<file path="config.mk">
export PLATFORM = sky130hd
export DESIGN_NAME = pwm_capture_flat
export DESIGN_NICKNAME = d
export VERILOG_FILES = /design/src/rtl/pwm_capture_if.sv /design/src/rtl/pwm_capture.sv /design/src/flat_wrapper.sv
export SDC_FILE = /design/constraint.sdc
export NUM_CORES = 1
export LEC_CHECK = 0
export CAP_MARGIN = 25
export CORE_ASPECT_RATIO = 1.5
export CORE_MARGIN = 2
export CORE_UTILIZATION = 63
export CTS_BUF_LIST = sky130_fd_sc_hd__clkbuf_2
export DETAILED_ROUTE_END_ITERATION = 10
export PLACE_DENSITY = 0.88
export REMOVE_ABC_BUFFERS = 1
export SKIP_LAST_GASP = 1
export SLEW_MARGIN = 20
export SYNTH_ARGS = -nofsm -noshare
export SYNTH_HDL_FRONTEND = slang
export SYNTH_SLANG_ARGS = --single-unit
</file>
<file path="constraint.sdc">
create_clock -name clock -period 6 [get_ports clock]
set_input_delay 0.6 -clock clock [delete_from_list [all_inputs] [get_ports clock]]
set_output_delay 0.6 -clock clock [all_outputs]
set_load 0.005 [all_outputs]
</file>
<file path="src/rtl/pwm_capture_if.sv">
// Gate inputs, fault clear and measurement outputs of one half-bridge capture unit.
// The slave side is the capture block; the master side drives the gates and reads the counts.
interface pwm_capture_if #(
    parameter int bitwidth = 11
) ();
    logic                highside_input;
    logic                lowside_input;
    logic                fault_clear;
    logic [bitwidth-1:0] tick_count_highside_output;
    logic [bitwidth-1:0] deadtime_hs_to_ls_output;
    logic [bitwidth-1:0] tick_count_lowside_output;
    logic [bitwidth-1:0] deadtime_ls_to_hs_output;
    logic [bitwidth-1:0] tick_count_period_output;
    logic                measurement_valid;
    logic                shoot_through_fault;
    logic                stalled;

    modport master (
        output highside_input, lowside_input, fault_clear,
        input  tick_count_highside_output, deadtime_hs_to_ls_output,
               tick_count_lowside_output, deadtime_ls_to_hs_output,
               tick_count_period_output, measurement_valid,
               shoot_through_fault, stalled
    );

    modport slave (
        input  highside_input, lowside_input, fault_clear,
        output tick_count_highside_output, deadtime_hs_to_ls_output,
               tick_count_lowside_output, deadtime_ls_to_hs_output,
               tick_count_period_output, measurement_valid,
               shoot_through_fault, stalled
    );
endinterface

</file>
<file path="src/rtl/pwm_capture.sv">
// Half-bridge gate timing capture: recovers on-times, deadtimes and period from the
// two gate signals, and flags shoot-through and stalled gates.
module pwm_capture #(
    parameter int tick_count_max = 1023,
    parameter int bitwidth       = $clog2(tick_count_max) + 1,
    parameter int timeout_ticks  = 1000
) (
    input  logic         clock,
    input  logic         reset,
    pwm_capture_if.slave bus
);
    typedef enum logic [2:0] {IDLE, HS_ON, DEAD_HL, LS_ON, DEAD_LH} state_t;
    typedef logic [bitwidth-1:0] count_t;

    localparam count_t            count_max = count_t'(tick_count_max);
    localparam int                idle_w    = $clog2(timeout_ticks + 1);
    localparam logic [idle_w-1:0] idle_max  = idle_w'(timeout_ticks);
    localparam logic [idle_w-1:0] idle_last = idle_w'(timeout_ticks - 1);

    function automatic count_t sat_inc(input count_t v);
        return (v == count_max) ? v : v + count_t'(1);
    endfunction

    logic hs_meta, hs_sync, hs_prev;
    logic ls_meta, ls_sync, ls_prev;

    always_ff @(posedge clock or posedge reset) begin
        if (reset) begin
            {hs_meta, hs_sync, hs_prev} <= '0;
            {ls_meta, ls_sync, ls_prev} <= '0;
        end else begin
            // NOTE: non-blocking assignments make each stage take the previous stage's old value, so the chain shifts one flop per clock.
            hs_meta <= bus.highside_input;
            hs_sync <= hs_meta;
            hs_prev <= hs_sync;
            ls_meta <= bus.lowside_input;
            ls_sync <= ls_meta;
            ls_prev <= ls_sync;
        end
    end

    logic hs_rise, hs_fall, ls_rise, ls_fall, any_edge, overlap, stall_hit;
    logic [idle_w-1:0] idle_cnt;

    assign hs_rise   = hs_sync & ~hs_prev;
    assign hs_fall   = ~hs_sync & hs_prev;
    assign ls_rise   = ls_sync & ~ls_prev;
    assign ls_fall   = ~ls_sync & ls_prev;
    assign any_edge  = hs_rise | hs_fall | ls_rise | ls_fall;
    assign overlap   = hs_sync & ls_sync;
    assign stall_hit = (idle_cnt == idle_last) & ~any_edge;

    count_t seg_cnt, per_cnt;

    // Counters restart at 1 so a value latched in a detection cycle equals the cycle distance between edges.
    always_ff @(posedge clock or posedge reset) begin
        if (reset) begin
            seg_cnt  <= '0;
            per_cnt  <= '0;
            idle_cnt <= '0;
        end else begin
            seg_cnt <= any_edge ? count_t'(1) : sat_inc(seg_cnt);
            per_cnt <= hs_rise  ? count_t'(1) : sat_inc(per_cnt);
            if (any_edge)
                idle_cnt <= '0;
            else if (idle_cnt != idle_max)
                idle_cnt <= idle_cnt + 1'b1;
        end
    end

    state_t state_q, state_d;
    count_t hs_seg_q, dhl_q, ls_seg_q;
    count_t hs_seg_d, dhl_d, ls_seg_d, dlh_fin;
    logic   complete;

    always_comb begin
        // NOTE: every signal written here is defaulted first so no path leaves one unassigned and infers a latch.
        state_d  = state_q;
        hs_seg_d = hs_seg_q;
        dhl_d    = dhl_q;
        ls_seg_d = ls_seg_q;
        dlh_fin  = '0;
        complete = 1'b0;
        case (state_q)
            IDLE: if (hs_rise) state_d = HS_ON;
            HS_ON: begin
                if (hs_fall) begin
                    hs_seg_d = seg_cnt;
                    if (ls_rise) begin
                        dhl_d   = '0;
                        state_d = LS_ON;
                    end else begin
                        state_d = DEAD_HL;
                    end
                end else if (any_edge) begin
                    state_d = IDLE;
                end
            end
            DEAD_HL: begin
                if (ls_rise && !hs_rise) begin
                    dhl_d   = seg_cnt;
                    state_d = LS_ON;
                end else if (hs_rise && !ls_rise) begin
                    dhl_d    = seg_cnt;
                    ls_seg_d = '0;
                    complete = 1'b1;
                    state_d  = HS_ON;
                end else if (any_edge) begin
                    state_d = IDLE;
                end
            end
            LS_ON: begin
                if (ls_fall) begin
                    ls_seg_d = seg_cnt;
                    if (hs_rise) begin
                        complete = 1'b1;
                        state_d  = HS_ON;
                    end else begin
                        state_d = DEAD_LH;
                    end
                end else if (any_edge) begin
                    state_d = IDLE;
                end
            end
            DEAD_LH: begin
                if (hs_rise && !ls_rise) begin
                    dlh_fin  = seg_cnt;
                    complete = 1'b1;
                    state_d  = HS_ON;
                end else if (any_edge) begin
                    state_d = IDLE;
                end
            end
            default: state_d = IDLE;
        endcase
        if (overlap || stall_hit) begin
            state_d  = IDLE;
            complete = 1'b0;
        end
    end

    count_t hs_out, dhl_out, ls_out, dlh_out, per_out;
    logic   valid_q, fault_q, stalled_q;

    always_ff @(posedge clock or posedge reset) begin
        if (reset) begin
            state_q   <= IDLE;
            hs_seg_q  <= '0;
            dhl_q     <= '0;
            ls_seg_q  <= '0;
            hs_out    <= '0;
            dhl_out   <= '0;
            ls_out    <= '0;
            dlh_out   <= '0;
            per_out   <= '0;
            valid_q   <= 1'b0;
            fault_q   <= 1'b0;
            stalled_q <= 1'b0;
        end else begin
            state_q  <= state_d;
            hs_seg_q <= hs_seg_d;
            dhl_q    <= dhl_d;
            ls_seg_q <= ls_seg_d;
            valid_q  <= complete;
            if (complete) begin
                hs_out  <= hs_seg_d;
                dhl_out <= dhl_d;
                ls_out  <= ls_seg_d;
                dlh_out <= dlh_fin;
                per_out <= per_cnt;
            end
            // A new overlap wins over a coincident clear.
            fault_q <= overlap | (fault_q & ~bus.fault_clear);
            if (any_edge)
                stalled_q <= 1'b0;
            else if (stall_hit)
                stalled_q <= 1'b1;
        end
    end

    assign bus.tick_count_highside_output = hs_out;
    assign bus.deadtime_hs_to_ls_output   = dhl_out;
    assign bus.tick_count_lowside_output  = ls_out;
    assign bus.deadtime_ls_to_hs_output   = dlh_out;
    assign bus.tick_count_period_output   = per_out;
    assign bus.measurement_valid          = valid_q;
    assign bus.shoot_through_fault        = fault_q;
    assign bus.stalled                    = stalled_q;
endmodule

</file>
<file path="src/flat_wrapper.sv">
// flat-port wrapper written by rule: the top's interface ports become plain ports
module pwm_capture_flat 
#(
    parameter int tick_count_max = 1023,
    parameter int bitwidth       = $clog2(tick_count_max) + 1,
    parameter int timeout_ticks  = 1000
)
  (clock, reset, bus_highside_input, bus_lowside_input, bus_fault_clear, bus_tick_count_highside_output, bus_deadtime_hs_to_ls_output, bus_tick_count_lowside_output, bus_deadtime_ls_to_hs_output, bus_tick_count_period_output, bus_measurement_valid, bus_shoot_through_fault, bus_stalled);
  pwm_capture_if #(.bitwidth(bitwidth)) bus_i ();
  input  logic clock;
  input  logic reset;
  input wire logic [$bits(bus_i.highside_input)-1:0] bus_highside_input;
  input wire logic [$bits(bus_i.lowside_input)-1:0] bus_lowside_input;
  input wire logic [$bits(bus_i.fault_clear)-1:0] bus_fault_clear;
  output wire logic [$bits(bus_i.tick_count_highside_output)-1:0] bus_tick_count_highside_output;
  output wire logic [$bits(bus_i.deadtime_hs_to_ls_output)-1:0] bus_deadtime_hs_to_ls_output;
  output wire logic [$bits(bus_i.tick_count_lowside_output)-1:0] bus_tick_count_lowside_output;
  output wire logic [$bits(bus_i.deadtime_ls_to_hs_output)-1:0] bus_deadtime_ls_to_hs_output;
  output wire logic [$bits(bus_i.tick_count_period_output)-1:0] bus_tick_count_period_output;
  output wire logic [$bits(bus_i.measurement_valid)-1:0] bus_measurement_valid;
  output wire logic [$bits(bus_i.shoot_through_fault)-1:0] bus_shoot_through_fault;
  output wire logic [$bits(bus_i.stalled)-1:0] bus_stalled;
  assign bus_i.highside_input = bus_highside_input;
  assign bus_i.lowside_input = bus_lowside_input;
  assign bus_i.fault_clear = bus_fault_clear;
  assign bus_tick_count_highside_output = bus_i.tick_count_highside_output;
  assign bus_deadtime_hs_to_ls_output = bus_i.deadtime_hs_to_ls_output;
  assign bus_tick_count_lowside_output = bus_i.tick_count_lowside_output;
  assign bus_deadtime_ls_to_hs_output = bus_i.deadtime_ls_to_hs_output;
  assign bus_tick_count_period_output = bus_i.tick_count_period_output;
  assign bus_measurement_valid = bus_i.measurement_valid;
  assign bus_shoot_through_fault = bus_i.shoot_through_fault;
  assign bus_stalled = bus_i.stalled;
  pwm_capture #(.tick_count_max(tick_count_max), .bitwidth(bitwidth), .timeout_ticks(timeout_ticks)) u_core (.clock(clock), .reset(reset), .bus(bus_i));
endmodule
</file>
# Word-level counts from Yosys, hierarchy flattened
# Index checks and enable logic that the tools add are counted.
# word_totals
register_bits,132
input_bits,5
# classes
addsub,3
n_eq_ne,11
muxes,37
bitwise,17
n_reduce_logical,8
# ops
operator,n
$mux W11,15
$pmux W11 S2,2
$mux W3,8
$add A11 B1 Y11 const B,2
$eq A11 B10 Y1 const B,2
$mux W10,2
$pmux W3 S5,1
$add A10 B1 Y10 const B,1
$eq A10 B10 Y1 const B,1
$ne A10 B10 Y1 const B,1
$mux W1,8
$and A1 B1 Y1,7
$eq A3 B2 Y1 const B,2
$not A1 Y1,6
$ne A2 B1 Y1 const B,2
$or A1 B1 Y1,4
$reduce_bool A2 Y1,2
$eq A3 B1 Y1 const B,1
$eq A3 B3 Y1 const B,1
$logic_not A3 Y1,1
$ne A3 B1 Y1 const B,1
$pmux W1 S3,1
$logic_and A1 B1 Y1,2
$logic_not A1 Y1,2
$logic_or A1 B1 Y1,1

# Logic depth before layout (Yosys ltp)
# depth
ltp_word,10
ltp_mapped,8
mapped_depth_nobuf,7

# Least setup slack after synthesis
# No wires, ideal clock.
# synth_timing
kind,reg2reg
startpoint,reg u_core.idle_cnt[4]
endpoint,reg u_core.hs_out[0] (netlist: u_core.bus.tick_count_highside_output[0])
setup_time_ps,127
arrival_ps,1886
required_time_ps,5873
path_slack_ps,3987
path_stages_with_launch,7
path_buffers,2
synth_period_minus_slack_ps,2013
cell_sequence,dfrtp_1 -> nand2b_1 -> or4_4 -> o2111ai_2 -> buf_6 -> buf_6 -> mux2_1
# synth_via
elab_chain_len,4
# synth_rtl
item,line_no,text
start: declaration,pwm_capture.sv:43,logic [idle_w-1:0] idle_cnt;
start signal: assignment,pwm_capture.sv:67,idle_cnt <= idle_cnt + 1'b1;
$eq A10 B10 Y1,pwm_capture.sv:51,assign stall_hit = (idle_cnt == idle_last) & ~any_edge;
$and A1 B1 Y1,pwm_capture.sv:51,
$logic_or A1 B1 Y1,pwm_capture.sv:136,if (overlap || stall_hit) begin
$mux W1,pwm_capture.sv:136,
end signal: assignment,pwm_capture.sv:166,hs_out <= hs_seg_d;
end: declaration,pwm_capture.sv:142,"count_t hs_out, dhl_out, ls_out, dlh_out, per_out;"
# Every way passes these cells.
# A chain may end at the register's enable or synchronous reset.

# Worst setup path in the final report
# layout_timing
startpoint,reg u_core.ls_prev
endpoint,reg u_core.per_out[7] (netlist: u_core.bus.tick_count_period_output[7])
# layout_via
elab_chain_len,8
elab_cells_between_ends,16
cone_classes,mux: 5; bitwise: 7; reduce/logical: 4
# layout_rtl
item,line_no,text
start: declaration,pwm_capture.sv:25,"logic ls_meta, ls_sync, ls_prev;"
start signal: assignment,pwm_capture.sv:38,ls_prev <= ls_sync;
$not A1 Y1,pwm_capture.sv:47,assign ls_rise = ls_sync & ~ls_prev;
$and A1 B1 Y1,pwm_capture.sv:47,
$logic_not A1 Y1 / $or A1 B1 Y1 (equally long branches),"pwm_capture.sv:103, pwm_capture.sv:126, pwm_capture.sv:49",
$logic_and A1 B1 Y1 / $or A1 B1 Y1 (equally long branches),"pwm_capture.sv:103, pwm_capture.sv:126, pwm_capture.sv:49",
$mux W1 / $not A1 Y1 (equally long branches),"pwm_capture.sv:103, pwm_capture.sv:126, pwm_capture.sv:51",
$mux W1 / $and A1 B1 Y1 (equally long branches),"pwm_capture.sv:100, pwm_capture.sv:51",
$pmux W1 S3 / $logic_or A1 B1 Y1 (equally long branches),"pwm_capture.sv:84, pwm_capture.sv:136",
$mux W1 (*),pwm_capture.sv:136,
end signal: assignment,pwm_capture.sv:170,per_out <= per_cnt;
end: declaration,pwm_capture.sv:142,
# Mark *: on every way between the ends. The rest lies on a longest branch, timed or not.

==> implementation parameters <==
Parameter                              Value

Place
  Pre-CTS setup slack ... 2730 ps
  GPL Wtd Cong ... 0.864
  HPWL after DPL ... around 8600 µm
  Buffers on Ports ... 62
  Total instance count after detailed placement ... between 600 and 700

Synthesis
  Seq/Total Area, Yosys ... around 56%
  Dominant register cell in the synthesized netlist ... sky130_fd_sc_hd__dfrtp_1
  Synthesis-stage register bit count ... ~130
  Count of warnings emitted by yosys ... 0
  Count of distinct cell types in the synthesized netlist ... 48
  Mapped Cells ... between 500 and 600
  Mean instance size in the synthesized netlist ... 11.4 µm²
  Area of the mapped netlist ... 0.00586 mm²
  EDFF count, synth ... 0
  Async S/R FF share, synth ... between 90% and 100%

Global route
  Number of antenna violations at the first check in global routing ... 0
  Global-route wire length before repair ... approximately 21,000 µm
  GRT Residual Overflow ... 0
  Vias in the first global route ... between 4,000 and 5,000
  Gr usage total ... ~28%
  Pin count of the biggest net entering global routing ... 79

STA
  Final setup slack of the worst path ... around 2700 ps
  Peak clock frequency supported by timing ... between 300 and 400 MHz
  Worst hold slack after final layout ... roughly 190 ps
  Rel. slew slack ... just over 40%
  Time the final worst path needs with I/O delays and setup ... about 3300 ps
  Final setup fails ... 0
  Total negative slack ... 0 ps
  Fin. max-slew vios ... 0
  Final period utilization ... roughly 55%
  Final Hold Fails ... 0
  RSZ-0062 raised after global routing ... no
  Worst clock skew ... 30.8 ps
  Transition time of the tightest slew-check pin ... 892 ps

Floorplan
  Horizontal die dimension ... about 83 µm
  Boundary Pins ... 63
  Number of core rows ... between 40 and 50
  Initial Utilization ... 64.1%
  Die Area ... about 0.01 mm²
  Die span in y ... 122 µm
  Core Area ... 0.00915 mm²

Layout
  Multi-input gate area ... between 0.002 and 0.0025 mm²
  Storage element area ... ~0.0033 mm²
  Final nets ... 576
  ANT cells ... 0
  Area overhead of the layout relative to synthesis ... 15.7%
  Layout cells sized above 1 ... a little under an eighth
  Most frequent standard cell in the layout excluding fill and tap cells ... sky130_fd_sc_hd__dfrtp_1
  Non-filler cells in the finished layout ... a little under 700
  Commonest cells after routing, fill and taps aside ... 132 x sky130_fd_sc_hd__dfrtp_1, 62 x sky130_fd_sc_hd__clkdlybuf4s50_1, 51 x sky130_fd_sc_hd__nand2_1
  End-of-flow core utilization ... between 70% and 80%
  Filler Cells Inserted ... 618

Outcome
  Status ... finished clean

Power
  Total internal power ... about 1.3 mW
  Power share of the sequential group ... between 50% and 60%
  Portion of total power attributed to combinational logic ... under 10%
  Leakage dissipation ... slightly above 3 nW
  Pwr dens ... between 200 and 300 mW/mm²
  Clock share of power ... 33.9%
  Switching power total ... between 0.4 and 0.5 mW
  Net Sw Frac ... about 26%
  Peak supply drop ... ~0.00021 V

Clocking
  Clock insertion delay at the later pin of the skew report ... between 600 and 700 ps
  Buffer cell driving the clock tree root ... sky130_fd_sc_hd__clkbuf_2
  Number of gates resized after CTS ... 0
  Clock slew at reported path FFs ... ~170 ps
  Number of buffers inserted during clock tree synthesis ... 17
  Post-CTS Setup Repair Bufs ... 0
  H-tree levels ... 4
  Clock tree from TritonCTS ... built
  Number of buffers on the longest clock path ... 2
  # hold bufs at CTS ... 0
  CTS sink count ... 132

Detailed routing
  Highest layer used for signal routing ... met4
  Via total after detailed routing ... 4,309
  Initial DRC Count ... 549
  Detail-routed net length per standard cell ... between 15 and 20 µm
  ANT nets after route ... 0
  Total routed wire length on the met1 layer ... 4660 µm
  Pre-antenna DRT Iters ... 6
  Wire length on met2 ... 6970 µm
  Met3 wire length ... around 800 µm
  Detailed-route vias per instance ... 6.26
  Residual DRC count ... 0
  Total Wirelength ... roughly 13,000 µm

Critical path
  Critical Path, Cell by Cell ... nand2b_1, nand3_1, o2111ai_4, buf_4, mux2_2
  Buffering stage count on the worst path with inverters included ... 1
  Start point of the critical path ... u_core.ls_prev
  Data arrival time at the worst-slack endpoint ... just under 4000 ps
  Largest stage delay, worst path ... around 800 ps
  Startpoint of the worst-slack reg-to-reg timing path ... u_core.ls_prev
  Crit path capture type ... register
  Sort of element at the start of the critical path ... register
  Critical Path RT ... 6590 ps
  Start-to-end type of the worst setup path ... register to register
  Kind of cell adding the most delay to the critical path ... simple AND/OR/NAND/NOR gates
  Critical Path Slowest Stage Cell ... sky130_fd_sc_hd__nand3_1
  Largest driver fanout on the critical path ... between 60 and 70

Run
  Maximum capacitance violations ... 0

Worst hold path
  Type of the worst min-delay path ... input port to asynchronous set/reset pin
-- synth_stat cells, types with 11 or more instances --
master / number / area [µm²]
sky130_fd_sc_hd__a21oi_1: 26 / 130
sky130_fd_sc_hd__mux2_2: 18 / 203
sky130_fd_sc_hd__mux2_1: 18 / 203
sky130_fd_sc_hd__xnor2_1: 13 / 114
sky130_fd_sc_hd__nand2_1: 51 / 191
sky130_fd_sc_hd__mux2i_1: 13 / 130
sky130_fd_sc_hd__a22o_1: 11 / 96.3
sky130_fd_sc_hd__o21ai_0: 16 / 80.1
sky130_fd_sc_hd__dfrtp_1: 132 / 3300
sky130_fd_sc_hd__nor3_1: 14 / 70.1
sky130_fd_sc_hd__clkbuf_1: 21 / 78.8
sky130_fd_sc_hd__o221ai_1: 20 / 175
sky130_fd_sc_hd__nor2_1: 37 / 139
-- layout make-up --
cell class | count | area share (%)
Inverter | 11 | 0.646
Timing Repair Buffer | 69 | 10.2
Clock buffer | 19 | 1.40
Tap cell | 112 | 2.07
Clock inverter | 11 | 2.38
Sequential cell | 132 | 48.7
Multi-Input combinational cell | 334 | 34.6
-- final timing paths --
kind	to	slack, ps	cells after the start
worst max-delay path	u_core.bus.tick_count_period_output[7]	2700	5
worst min-delay path	u_core.bus.deadtime_hs_to_ls_output[0]	190	2
worst max register to register	u_core.bus.tick_count_period_output[7]	2700	5
worst min register to register	u_core.hs_sync	380	0
max in group asynchronous	u_core.bus.tick_count_highside_output[10]	4500	4
min in group clock	u_core.ls_meta	340	1
-- layer usage --
layer  up-vias  GRT usage (%)
li1       1929              -
met1      2117           32.1
met2       202           47.7
met3        61           7.56
met4         0           12.4
met5         -              0
-- power groups by stage --
stage	registers [mW]	logic, mW	clock network (mW)
global route	0.973	0.175	0.626
global placement	0.978	0.143	0
floorplan	0.971	0.103	0
CTS	0.965	0.154	0.586
finish	0.967	0.155	0.576
detailed placement	0.982	0.153	0
-- metrics by stage --
| stage | area, µm² | total power [mW] |
|---|---|---|
| finish | 6780 | 1.70 |
| global route | 6780 | 1.77 |
| CTS | 6750 | 1.71 |
| detailed placement | 6500 | 1.14 |
| global placement | 6490 | 1.12 |
| floorplan | 5670 | 1.07 |
-- cells by family (layout without fill, tap and decap cells) --
group,after synthesis,count (layout),share of synthesized area [%]
AOI/OAI and AO/OA,99,99,11.7
xor gates and xnor gates,19,19,2.84
adders and majority gates,6,6,1.28
buffers and inverters,48,110,3.86
DFF,132,132,56.4
muxes,58,58,11.4
and+or+nand+nor,152,152,12.5
Power figures use the tool's default switching activity.
